<file path="config.mk">
export PLATFORM = sky130hd
export DESIGN_NAME = main_control_fsm
export DESIGN_NICKNAME = d
export VERILOG_FILES = /design/src/rtl/main_control_fsm.sv
export SDC_FILE = /design/constraint.sdc
export NUM_CORES = 1
export LEC_CHECK = 0
export BUFFER_PORTS_ARGS = -buffer_cell sky130_fd_sc_hd__buf_2
export CORE_UTILIZATION = 40
export DETAILED_ROUTE_END_ITERATION = 6
export GPL_ROUTABILITY_DRIVEN = 0
export HOLD_SLACK_MARGIN = 0.03
export PLACE_DENSITY = 0.63
export SETUP_SLACK_MARGIN = 0.15
export SYNTH_ARGS = -nofsm -noshare
export SYNTH_HDL_FRONTEND = slang
export SYNTH_SLANG_ARGS = --single-unit
</file>
<file path="constraint.sdc">
create_clock -name clk -period 2.2 [get_ports clk]
set_clock_uncertainty 0.05 [all_clocks]
set_input_delay 0 -clock clk [delete_from_list [all_inputs] [get_ports clk]]
set_output_delay 0 -clock clk [all_outputs]
set_load 0.1 [all_outputs]
</file>
<file path="src/rtl/main_control_fsm.sv">
// main_control_fsm: multicycle MIPS main control with memory-ready stalls and fetch counter
module main_control_fsm #(
    parameter int CNT_W = 32
) (
    input  logic             clk,
    input  logic             rst_n,
    input  logic [5:0]       Opcode,
    input  logic             MemReady,
    output logic             PCWrite,
    output logic             PCWriteCond,
    output logic             IorD,
    output logic             MemRead,
    output logic             MemWrite,
    output logic             MemtoReg,
    output logic             IRWrite,
    output logic [1:0]       PCSource,
    output logic [1:0]       ALUOp,
    output logic             ALUSrcA,
    output logic [1:0]       ALUSrcB,
    output logic             RegWrite,
    output logic             RegDst,
    output logic             IllegalOp,
    output logic [3:0]       State,
    output logic [CNT_W-1:0] InstrCount
);
    localparam logic [5:0] OP_R = 6'b000000, OP_LW = 6'b100011, OP_SW = 6'b101011;
    localparam logic [5:0] OP_BEQ = 6'b000100, OP_J = 6'b000010, OP_ADDI = 6'b001000;

    typedef enum logic [3:0] {
        FETCH = 4'd0, DECODE = 4'd1, MEMADR = 4'd2, MEMRD = 4'd3, MEMWB = 4'd4, MEMWR = 4'd5,
        EXEC = 4'd6, RWB = 4'd7, BRANCH = 4'd8, JUMP = 4'd9, ADDIEX = 4'd10, ADDIWB = 4'd11
    } state_e;

    state_e state_q, state_d;
    logic [CNT_W-1:0] cnt_q, cnt_d;

    always_ff @(posedge clk or negedge rst_n) begin
        if (!rst_n) begin
            state_q <= FETCH;
            cnt_q   <= '0;
        end else begin
            state_q <= state_d;
            cnt_q   <= cnt_d;
        end
    end

    // Outputs are gated by rst_n so nothing strobes while reset is held
    always_comb begin
        state_d     = FETCH;
        PCWrite     = 1'b0;
        PCWriteCond = 1'b0;
        IorD        = 1'b0;
        MemRead     = 1'b0;
        MemWrite    = 1'b0;
        MemtoReg    = 1'b0;
        IRWrite     = 1'b0;
        PCSource    = 2'b00;
        ALUOp       = 2'b00;
        ALUSrcA     = 1'b0;
        ALUSrcB     = 2'b00;
        RegWrite    = 1'b0;
        RegDst      = 1'b0;
        IllegalOp   = 1'b0;
        if (rst_n) begin
            case (state_q)
                FETCH: begin
                    MemRead = 1'b1;
                    ALUSrcB = 2'b01;
                    IRWrite = MemReady;
                    PCWrite = MemReady;
                    state_d = MemReady ? DECODE : FETCH;
                end
                DECODE: begin
                    ALUSrcB   = 2'b11;
                    state_d   = (Opcode == OP_R) ? EXEC :
                                (Opcode == OP_LW || Opcode == OP_SW) ? MEMADR :
                                (Opcode == OP_BEQ) ? BRANCH :
                                (Opcode == OP_J) ? JUMP :
                                (Opcode == OP_ADDI) ? ADDIEX : FETCH;
                    IllegalOp = (state_d == FETCH);
                end
                MEMADR: begin
                    ALUSrcA = 1'b1;
                    ALUSrcB = 2'b10;
                    state_d = (Opcode == OP_LW) ? MEMRD : MEMWR;
                end
                MEMRD: begin
                    MemRead = 1'b1;
                    IorD    = 1'b1;
                    state_d = MemReady ? MEMWB : MEMRD;
                end
                MEMWB: begin
                    RegWrite = 1'b1;
                    MemtoReg = 1'b1;
                end
                MEMWR: begin
                    MemWrite = 1'b1;
                    IorD     = 1'b1;
                    state_d  = MemReady ? FETCH : MEMWR;
                end
                EXEC: begin
                    ALUSrcA = 1'b1;
                    ALUOp   = 2'b10;
                    state_d = RWB;
                end
                RWB: begin
                    RegWrite = 1'b1;
                    RegDst   = 1'b1;
                end
                BRANCH: begin
                    ALUSrcA     = 1'b1;
                    ALUOp       = 2'b01;
                    PCWriteCond = 1'b1;
                    PCSource    = 2'b01;
                end
                JUMP: begin
                    PCWrite  = 1'b1;
                    PCSource = 2'b10;
                end
                ADDIEX: begin
                    ALUSrcA = 1'b1;
                    ALUSrcB = 2'b10;
                    state_d = ADDIWB;
                end
                ADDIWB: RegWrite = 1'b1;
                default: state_d = FETCH;
            endcase
        end
    end

    assign cnt_d      = cnt_q + {{(CNT_W-1){1'b0}}, IRWrite};
    assign State      = rst_n ? state_q : 4'd0;
    assign InstrCount = rst_n ? cnt_q : '0;
endmodule

</file>
Word-level counts from Yosys, hierarchy flattened
Index checks and enable logic that the tools add are counted.

$add $sub $neg: 1. Multipliers: 0. Divide/modulo/power cells: 0. Magnitude comparators: 0. Equality and inequality tests: 16. Shifts and indexed selects: 0. Mux-type cells: 41. Bitwise logic cells: 0. Reduce and logical (&&, ||, !) cells: 9.

Operator list (count): 32-bit by 1-bit adder with 32-bit output (1); 32-bit two-way mux (1); 4-bit two-way mux (7); 4-bit case mux with 7 select lines (1); 1-bit two-way mux (22); 4-bit by 3-bit equality test with 1-bit output (second input constant) (4); 4-bit equality test (second input constant) (4); 6-bit equality test (second input constant) (2); 3-bit two-way mux (3); 4-bit by 2-bit equality test with 1-bit output (second input constant) (2); 4-bit logical NOT (2); 2-bit case mux with 2 select lines (2); 6-bit by 2-bit equality test with 1-bit output (second input constant) (1); 6-bit by 3-bit equality test with 1-bit output (second input constant) (1); 6-bit by 4-bit equality test with 1-bit output (second input constant) (1); 6-bit logical NOT (1); 2-bit two-way mux (3); 2-bit case mux with 3 select lines (1); 2-bit OR reduction (3); 4-bit by 1-bit equality test with 1-bit output (second input constant) (1); 4-bit OR reduction (1); 3-bit OR reduction (1); 1-bit case mux with 2 select lines (1); 1-bit logical OR (1).

Register bits after elaboration: 36. Bits in latches: 0. RAM bits: 0. Bits in read-only memories: 0. Input port bits: 9. Output and inout bits: 53. Memories: 0.

Logic depth before layout (Yosys ltp)
Gate-level depths: netlist (run 1).

Depth in word-level cells: 9. Mapped depth: 9. Mapped depth without buffers: 8.

Worst setup path after synthesis (run 1)
OpenSTA, ideal clock, no wires.

Path type: register to output. Start: reg state_q[0]. End: out IllegalOp. Arrival: 3.710 ns. Path slack: -1.560 ns. Cell stages (with the launch flop): 5. Cells stage by stage: dfrtp_1 clkbuf_1 buf_2 nand2_1 nor4_1.

Longest elaborated chain between the ends: 3.

RTL lines: start, declared (line 34) `state_e state_q, state_d;`; start signal, assigned (line 42) `state_q <= state_d;`; 4-bit by 1-bit equality test with 1-bit output (line 65) `case (state_q)`; 1-bit two-way mux (line 65); 1-bit two-way mux (line 64) `if (rst_n) begin`; end, declared (line 22) `output logic IllegalOp,`.

No other way between the ends.

Final worst setup path (run 1)
Start: reg state_q[0]. End: reg cnt_q[20].

Longest elaborated chain between the ends: 4.

RTL lines: 4-bit logical NOT (line 65); 1-bit two-way mux (line 65); 1-bit two-way mux (line 64); 32-bit by 1-bit adder with 32-bit output (line 131) `assign cnt_d = cnt_q + {{(CNT_W-1){1'b0}}, IRWrite};`; via cnt_d[20] (line 35) `logic [CNT_W-1:0] cnt_q, cnt_d;`; end signal, assigned (line 43) `cnt_q <= cnt_d;`; end, declared (line 35).

The timed path passes the listed nets, and every way through them passes these cells.

==> impl_results.md, run 1 <==
* Antenna cells at 0
* Crit-path max FO at 10
* Crit end category: register
* R2R depth at 9
* Post-Place Setup Slack at 0.0666 ns
* Via count at just under 2000
* Die area at approximately 0.006 mm²
* Period utilization at approximately 96%
* Worst EP required at 2.33 ns
* Vias in the first global route at between 1500 and 2000
* Slew headroom at 67.3%
* Num rows at 27
* RSZ-0062 raised after global routing: true
* Ys async rst share at 100%
* Via-to-Cell Ratio at 5.16
* Reg2reg start: state_q[0]$_DFF_PN0_
* Pleak at around 1.4 nW
* Top-count cell post-synth: and2_1
* Commonest cells in the netlist: and2_1 (37), dfrtp_1 (36), xnor2_1 (26)
* Setup TNS at 0 ns
* Largest net degree at the start of global routing at 43
* CTS tree: yes
* Die H at 77.6 µm
* Routed length per instance at 13.8 µm
* Global route overflow at 0
* Sink Count at 36
* Drt drc at 0
* Clock buffer depth at 2
* Slew @ Worst Pin at 0.493 ns
* Cell area after synthesis at about 0.0023 mm²
* Chip width at just under 80 µm
* Fill count at approximately 500
* Worst min-delay path startpoint: Opcode[3]
* Fmax at between 0.4 and 0.5 GHz
* Synth Flop Type: dfrtp_1
* Final antenna-violating net count at 0
* Hold path depth at 4
* Synth Area in XOR/XNOR at 11.9%
* Synth warnings at 0
* I/O Buffers at 61
* Core footprint at 0.00551 mm²
* WS Path Type: register to register
* PwrDens at 588 mW/mm²
* Mapped Nets at 260
* Combinational family with the most area after synthesis: simple AND/OR/NAND/NOR gates
* Post-synthesis mux area share at 0.438%
* Yosys top cell area share at 39.5%
* Total power at 1.78 mW
* Critical path arrival at roughly 2.2 ns
* Reg2reg setup slack at 0.09 ns
* Max Slew Vio Count at 0
* Final worst slack at a little under 0.09 ns
* Max-Cap Viols at 0
* Post-Syn Area per Cell at 9.17 µm²
* Post-Synth Adder-Cell Area at about 1.1%
* EDFF count, synth at 0
* Final min period at between 2 and 2.5 ns
* Top cells by area, synth: dfrtp_1 (39%), and2_1 (10%), xnor2_1 (10%)
* Min-Delay Endpoint: state_q[2]$_DFF_PN0_
* Gr usage total at 18.9%
* Post-DP HPWL at 3.66 mm
* 1st-iter DRT viols at 57
* CP Launch Type: register
* Status: complete, no violations
* Initial antenna violation count at 0
* Layout cells sized above 1 at approximately 34%
* Synth Area in Compound Gates at 5.97%
* Total CTS buffers at 5
* R2R Path End: cnt_q[20]$_DFF_PN0_
* Worst-Skew Late Latency at 0.29 ns
* Yosys cell types at 44
* First-pass GRT wire length at 9.01 mm
* Initial Util at 41.5%
* Synth Register Bits at 36
* IO Count at 62
* Register clock-pin slew on the reported worst setup and hold paths at 0.07 ns
* H-tree levels at 2
* CTS root buf: clkbuf_8
* Sequential area share after synthesis at between 30% and 40%
* Min-Delay Path Class: input port to register
* Synth-to-Final Area Change at 32.6%
* Routed wire length at between 5 and 6 mm
* Leading area contributor after synthesis: dfrtp_1
* Post-synthesis simple-gate area fraction at between 30% and 40%
* Peak supply drop at between 0.4 and 0.5 mV
* Synthesized instance count at 249
* Final-report hold violation count at 0
* First-pass iteration count of the detailed router at 5
* Final setup violation count at 0
* Final-stage net count at 323
==> worst max path at each step <==
stage	from	to	slack (ns)
6_report	state_q[0]$_DFF_PN0_	cnt_q[20]$_DFF_PN0_	0.09
5_1_grt	state_q[0]$_DFF_PN0_	cnt_q[20]$_DFF_PN0_	-0.05
4_1_cts	state_q[0]$_DFF_PN0_	cnt_q[20]$_DFF_PN0_	0.07
3_5_place_dp	state_q[0]$_DFF_PN0_	cnt_q[26]$_DFF_PN0_	0.07
3_3_place_gp	state_q[0]$_DFF_PN0_	cnt_q[26]$_DFF_PN0_	0.11
2_1_floorplan	state_q[3]$_DFF_PN0_	ALUSrcB[0]	-0.61
==> critical path, cell delays in order (launching register included) <==
cell and delay, ns:
dfrtp_1 0.38, nor3_2 0.19, and3_4 0.23, ha_4 0.15, ha_4 0.13, and4_4 0.23
nor3b_4 0.22, buf_12 0.15, nand4_1 0.11, xnor2_1 0.14
==> per-stage QoR <==
step | hold WS, ns | area [µm²] | utilization (%) | cells
after floorplan | -0.346 | 2400 | - | 249
after global placement | 0.166 | 2880 | 52.2 | 374
after detailed placement | 0.173 | 2880 | 52.2 | 374
after CTS | 0.0651 | 3020 | 54.9 | 385
after global routing | 0.0914 | 3030 | 55.0 | 385
final | 0.0807 | 3030 | 55.0 | 385
==> power breakdown <==
| part | internal, mW | total [mW] | switching (mW) |
|---|---|---|---|
| logic | 0.111 | 0.446 | 0.335 |
| registers | 0.708 | 0.770 | 0.0623 |
| clock network | 0.336 | 0.564 | 0.228 |
==> state kept, by name, summed over array words and instances, names as in the netlist <==
register	cells
state_q	4
cnt_q	32
==> logic make-up after synthesis <==
kind of cell | Yosys count
buf+inv | 16
compound gates | 23
xor+xnor | 31
fa+ha+maj | 2
flops | 36
simple gates | 140
mux | 1
==> area by class of cell <==
class / instances / area (µm²) / area share (%)
inverter: 2 / 7.51 / 0.248
timing repair buffer: 70 / 505 / 16.7
clock buffer: 6 / 72.6 / 2.40
multi-input combinational: 197 / 1420 / 46.8
tap: 72 / 90.1 / 2.98
sequential: 36 / 901 / 29.8
clock inverter: 2 / 35.0 / 1.16
==> per-layer routing <==
layer  global-route usage, %  vias up  part of all wire, %
li1                        -      998                    -
met1                    24.7      941                   49
met2                    31.3       46                   47
met3                    3.76        2                  3.6
met4                    6.04        0                 0.49
met5                       0        -                    0
==> cell usage in the layout (no fill, tap or decap), drive strengths merged, types with 2 or more instances in the layout <==
cell    netlist  layout
nor2         11      11
nor3          8       8
nand2b        8       8
nor4          4       4
o311ai        2       2
and3          8       8
clkbuf        7       6
nand4b        2       2
nand3        12      12
nand2        13      13
xnor2        26      26
nand4        18      18
dfrtp        36      36
nor2b         6       6
xor2          5       5
and2         38      38
a31oi         3       3
o21ai         5       5
nor3b         4       4
ha            2       2
inv           2       2
a21oi         9       9
and4          4       4
buf           7      69
==> repair_timing <==
action / in CTS / in global routing
pin swaps: 1 / 0
buffers inserted: 1 / 0
hold buffers: 2 / 0
setup endpoints to repair: 9 / 10
hold endpoints to repair: 36 / 0
gates resized for setup: 0 / 1
No activity file was read; power rests on OpenSTA's default activity.
==> inputs of run 2 (changes only) <==
--- a/config.mk
+++ b/config.mk
@@ -11,6 +11,7 @@
 export GPL_ROUTABILITY_DRIVEN = 0
 export HOLD_SLACK_MARGIN = 0.03
 export PLACE_DENSITY = 0.63
+export REMOVE_ABC_BUFFERS = 1
 export SETUP_SLACK_MARGIN = 0.15
 export SYNTH_ARGS = -nofsm -noshare
 export SYNTH_HDL_FRONTEND = slang
==> impl_results.md, run 2 (same netlist as run 1, synthesis figures left out) <==
* Commonest non-fill, non-tap cell in the layout: buf_2
* Slew headroom at 64.7% (-2.7 points)
* Sw Share at 31.5% (-3.6 points)
* Register area at 901 µm² (unchanged)
* Crit end category: register
* RSZ-0062 raised after global routing: true
* WS Path Type: register to register
* Die H at 77.6 µm (unchanged)
* Via-to-Cell Ratio at 5.14 (-0.46%)
* Final setup violation count at 0 (unchanged)
* 1st-iter DRT viols at 64 (+12%)
* Die area at 0.00601 mm² (unchanged)
* H-tree levels at 2 (unchanged)
* Pint at 1.40 mW (+21%)
* Pleak at 1.48 nW (+3.1%)
* Register clock-pin slew on the reported worst setup and hold paths at 0.07 ns (about the same)
* First-pass GRT wire length at 8.67 mm (-3.8%)
* CTS tree: yes
* Max Slew Vio Count at 0 (unchanged)
* Layout cells sized above 1 at 32.1% (-1.5 points)
* Area of the multi-input gates at 0.00137 mm² (-3.4%)
* Routed wire length at 5.24 mm (-1.8%)
* Non-filler instance count after layout at 393 (+2.1%)
* Clock buffer depth at 2 (unchanged)
* Number of cells after detailed placement at 379 (+1.3%)
* Clock power frac at 39.7% (+8.0 points)
* Final hold slack at 0.0397 ns (-0.0411 ns)
* Antenna cells at 0 (unchanged)
* Commonest cells after routing, fill and taps aside: buf_2 (56), and2_1 (37), dfrtp_1 (36)
* Global route overflow at 0 (unchanged)
* Worst-Skew Late Latency at 0.29 ns (about the same)
* Biggest register: cnt_q
* Vias in the first global route at 1880 (-1.3%)
* Max-Cap Viols at 0 (unchanged)
* Final antenna-violating net count at 0 (unchanged)
* Min-Delay Path Class: input port to register
* Registers with the most flip-flops: cnt_q (32), state_q (4)
* Fill count at 498 (-3.1%)
* Crit-path max FO at 5 (-5)
* Period utilization at 95.5% (-0.53 points)
* Sequential share of power at 38.0% (-5.3 points)
* Status: complete, no violations
* Total CTS buffers at 5 (unchanged)
* Synth-to-Final Area Change at 33.5%
* Final-stage net count at 331 (+2.5%)
* Total power at 2.04 mW (+14%)
* PwrDens at 668 mW/mm² (+14%)
* Drt drc at 0 (unchanged)
* Via count at 2019 (+1.6%)
* Fmax at 0.476 GHz (+0.56%)
* Post-DP HPWL at 3.46 mm (-5.6%)
* CTS root buf: clkbuf_8
* Final min period at 2.10 ns (-0.0118 ns)
* First-pass iteration count of the detailed router at 4 (-1)
* Worst EP required at 2.33 ns (about the same)
* Final Core Density at 55.4% (+0.39 points)
* Setup TNS at 0 ns (unchanged)
* Routed length per instance at 13.3 µm (-3.8%)
* Largest register FFs at 32 (unchanged)
* Final-report hold violation count at 0 (unchanged)
* Gr usage total at 18.1% (-0.78 points)
* Slew @ Worst Pin at 0.525 ns (+0.0316 ns)
* Sink Count at 36 (unchanged)
* Share of power burned in combinational logic at 22.3% (-2.8 points)
* Num rows at 27 (unchanged)
* Net Sw Power at 0.641 mW (+2.5%)
* Critical path arrival at 2.23 ns (about the same)
* Initial antenna violation count at 0 (unchanged)
* I/O Buffers at 61 (unchanged)
* Peak supply drop at 0.522 mV (+11%)
* IO Count at 62 (unchanged)
* Core footprint at 0.00551 mm² (unchanged)
* CP Launch Type: register
* Initial Util at 41.5% (unchanged)
* Chip width at 77.6 µm (unchanged)
* Largest net degree at the start of global routing at 43 (unchanged)
[run 2: critical path, cell delays in order (launching register included)]
cell     delay [ns]
dfrtp_1        0.39
nor3_2         0.19
and3_4         0.23
ha_4           0.14
ha_4           0.13
and4_4         0.22
nor3b_4        0.22
buf_6          0.15
nand4_1        0.11
xnor2_1        0.16
[run 2: final cells by class]
| cell class | instances | area share (%) |
|---|---|---|
| clock buffers | 5 | 2.26 |
| clock inverters | 3 | 2.95 |
| inverters | 2 | 0.246 |
| multi-input cells | 197 | 44.9 |
| flip-flops and latches | 36 | 29.5 |
| well taps | 72 | 2.95 |
| repair buffers | 78 | 17.2 |
[run 2: metal layers]
metal / routed length [µm] / track usage, %
met4: 75 / 6.60
met1: 2450 / 23.0
met2: 2540 / 30.4
met3: 176 / 3.76
met5: 0 / 0
[run 2: power groups by stage]
stage	clock (mW)	sequential [mW]	combinational, mW
global placement	0	0.774	0.424
floorplan	0	0.764	0.322
CTS	0.824	0.762	0.437
detailed placement	0	0.774	0.429
finish	0.808	0.775	0.454
global route	0.853	0.783	0.486
[run 2: path summary, 6_finish.rpt]
| path | start | to | slack [ns] | cells past startpoint |
|---|---|---|---|---|
| setup / recovery | state_q[0]$_DFF_PN0_ | cnt_q[24]$_DFF_PN0_ | 0.1 | 9 |
| hold / removal | Opcode[3] | state_q[2]$_DFF_PN0_ | 0.04 | 4 |
| setup reg to reg | state_q[0]$_DFF_PN0_ | cnt_q[24]$_DFF_PN0_ | 0.1 | 9 |
| hold reg to reg | cnt_q[31]$_DFF_PN0_ | cnt_q[31]$_DFF_PN0_ | 0.42 | 1 |
| max in group asynchronous | rst_n | cnt_q[0]$_DFF_PN0_ | 1.37 | 4 |
| min in group asynchronous | rst_n | cnt_q[7]$_DFF_PN0_ | 0.54 | 4 |
[run 2: through the flow]
stage,setup slack (ns),cell area (µm²)
floorplan,-1.51,2220
global placement,0.101,2760
CTS,0.0463,2960
detailed placement,0.0281,2760
finish,0.0997,3050
global route,-0.0619,3050
[run 2: repair_timing]
item / 4_1_cts / 5_1_grt
pin swaps: 1 / 14
endpoints found under the setup margin: 9 / 23
resized for setup: 1 / 15
hold buffers: 3 / 0
buffers inserted: 0 / 2
cloned: 0 / 1
endpoints found under the hold margin: 37 / 0
==> inputs of run 3 (changes only) <==
--- a/config.mk
+++ b/config.mk
@@ -6,11 +6,14 @@
 export NUM_CORES = 1
 export LEC_CHECK = 0
 export BUFFER_PORTS_ARGS = -buffer_cell sky130_fd_sc_hd__buf_2
-export CORE_UTILIZATION = 40
+export CELL_PAD_IN_SITES_DETAIL_PLACEMENT = 0
+export CELL_PAD_IN_SITES_GLOBAL_PLACEMENT = 1
+export CORE_UTILIZATION = 37
+export CTS_BUF_LIST = sky130_fd_sc_hd__clkbuf_8
 export DETAILED_ROUTE_END_ITERATION = 6
 export GPL_ROUTABILITY_DRIVEN = 0
 export HOLD_SLACK_MARGIN = 0.03
-export PLACE_DENSITY = 0.63
+export PLACE_DENSITY = 0.76
 export REMOVE_ABC_BUFFERS = 1
 export SETUP_SLACK_MARGIN = 0.15
 export SYNTH_ARGS = -nofsm -noshare
==> impl_results.md, run 3 (same netlist as run 1, synthesis figures left out) <==
* Die area at 0.00649 mm² (+7.9%)
* Synth-to-Final Area Change at 30.6%
* Gr usage total at 16.0% (-2.2 points)
* Number of cells after detailed placement at 381 (+0.53%)
* First-pass iteration count of the detailed router at 4 (unchanged)
* Total CTS buffers at 5 (unchanged)
* Via-to-Cell Ratio at 5.13 (-0.20%)
* Max Slew Vio Count at 0 (unchanged)
* Critical path arrival at 2.34 ns (+0.11 ns)
* Antenna cells at 0 (unchanged)
* Period utilization at 101% (+5.4 points)
* Via count at 2015 (-0.20%)
* Routed length per instance at 13.2 µm (-0.59%)
* Commonest cells after routing, fill and taps aside: buf_2 (58), and2_1 (37), dfrtp_1 (36)
* Registers with the most flip-flops: cnt_q (32), state_q (4)
* Chip width at 80.6 µm (+3.9%)
* RSZ-0062 raised after global routing: true
* Final-report hold violation count at 0 (unchanged)
* PwrDens at 554 mW/mm² (-17%)
* CP Launch Type: register
* Final antenna-violating net count at 0 (unchanged)
* Biggest register: cnt_q
* IO Count at 62 (unchanged)
* WS Path Type: register to register
* Met1 Use GR at 22.5% (-0.54 points)
* Max-Cap Viols at 0 (unchanged)
* Fmax at 0.451 GHz (-5.3%)
* I/O Buffers at 61 (unchanged)
* Final worst slack at -0.0187 ns (-0.118 ns)
* Post-DP HPWL at 3.36 mm (-2.9%)
* Slew @ Worst Pin at 0.556 ns (+0.0309 ns)
* Status: finished with violations
* Largest register FFs at 32 (unchanged)
* Vias in the first global route at 1684 (-10%)
* Failing checks: setup timing
* Worst-Skew Late Latency at 0.28 ns (about the same)
* Drt drc at 0 (unchanged)
* Largest net degree at the start of global routing at 43 (unchanged)
* Sink Count at 36 (unchanged)
* Clock buffer depth at 2 (unchanged)
* M3 GR Usage at 2.61% (-1.2 points)
* Layout cells sized above 1 at 32.1% (about the same)
* Global route overflow at 0 (unchanged)
* 1st-iter DRT viols at 59 (-7.8%)
* CTS tree: yes
* Non-filler instance count after layout at 393 (unchanged)
* Die H at 80.6 µm (+3.9%)
* H-tree levels at 2 (unchanged)
* Crit-path max FO at 5 (unchanged)
* Register clock-pin slew on the reported worst setup and hold paths at 0.06 ns (about the same)
* Num rows at 28 (+3.7%)
* Initial antenna violation count at 0 (unchanged)
* First-pass GRT wire length at 8.01 mm (-7.6%)
* Pleak at 1.50 nW (+1.4%)
* Busiest grt layer: met2
* Total power at 1.65 mW (-19%)
* Min-Delay Path Class: input port to register
* Commonest non-fill, non-tap cell in the layout: buf_2
* Crit end category: register
* Worst EP required at 2.32 ns (about the same)
* Core footprint at 0.00592 mm² (+7.5%)
* Final min period at 2.22 ns (+0.118 ns)
* CTS root buf: clkbuf_8
* Final-stage net count at 329 (-0.60%)
* Peak supply drop at 0.312 mV (-40%)
* Slew headroom at 62.7% (-2.0 points)
* Routed wire length at 5.21 mm (-0.59%)
* Final setup violation count at 1 (+1)
* Initial Util at 38.6% (-2.9 points)
* M2 GR Usage at 24.5% (-5.9 points)
* Setup TNS at -0.0187 ns (-0.0187 ns)
-- run 3: cell types whose count changed in the layout (fill, tap and decap cells not counted), moves of 2 or more --
cell / change
clkbuf_4: -2
bufinv_16: -3
buf_2: +2
nand2_1: -2
buf_6: -2
nand2_4: +3
-- run 3: per-stage QoR --
step	cell area [µm²]	worst slack, ns	utilization [%]	hold WS [ns]
5_1_grt	2980	-0.158	50.4	0.0813
3_3_place_gp	2750	0.0742	46.4	0.167
2_1_floorplan	2220	-1.51	-	-0.346
6_report	2980	-0.0187	50.4	0.0553
3_5_place_dp	2750	0.0179	46.4	0.162
4_1_cts	2870	0.0379	48.5	0.0432
-- run 3: final cells by class --
cell class | count | area, µm²
Tap cell | 75 | 93.8
Clock buffer | 5 | 68.8
Multi-Input combinational cell | 197 | 1390
Clock inverter | 2 | 8.76
Timing Repair Buffer | 76 | 512
Sequential cell | 36 | 901
Inverter | 2 | 7.51
Fill cell | 575 | 2940
-- run 3: worst paths after layout --
kind | start | end | slack [ns] | cells past startpoint
min reg2reg | cnt_q[31]$_DFF_PN0_ | cnt_q[31]$_DFF_PN0_ | 0.41 | 1
max reg2reg | state_q[0]$_DFF_PN0_ | cnt_q[28]$_DFF_PN0_ | -0.02 | 9
min in group asynchronous | rst_n | cnt_q[4]$_DFF_PN0_ | 0.53 | 4
max | state_q[0]$_DFF_PN0_ | cnt_q[28]$_DFF_PN0_ | -0.02 | 9
max in group asynchronous | rst_n | cnt_q[24]$_DFF_PN0_ | 1.38 | 4
min | Opcode[3] | state_q[2]$_DFF_PN0_ | 0.06 | 4
-- run 3: power by group --
group	internal, mW	total (mW)	leakage [nW]	switching, mW
registers	0.708	0.776	0.493	0.0679
logic	0.118	0.450	0.960	0.332
clock network	0.210	0.425	0.0452	0.215
-- run 3: worst max-delay path, stage by stage (launching register included) --
cell,delay [ns]
dfrtp_1,0.38
nor3_2,0.21
and3_4,0.23
ha_4,0.14
ha_4,0.12
and4_4,0.23
nor3b_4,0.29
clkbuf_16,0.22
nand3_1,0.09
xnor2_1,0.14
-- run 3: timing repair --
action | 4_1_cts | 5_1_grt
setup buffers | 1 | 1
gates resized for setup | 1 | 16
cloned | 0 | 1
pin swaps | 1 | 7
hold buffers | 2 | 0
endpoints found under the hold margin | 36 | 0
endpoints found under the setup margin | 9 | 21
-- run 3: routing by layer --
layer	vias to the layer above	wire length (µm)
met5	-	0
met4	0	65
met3	6	184
met2	43	2450
met1	953	2510
li1	1013	-
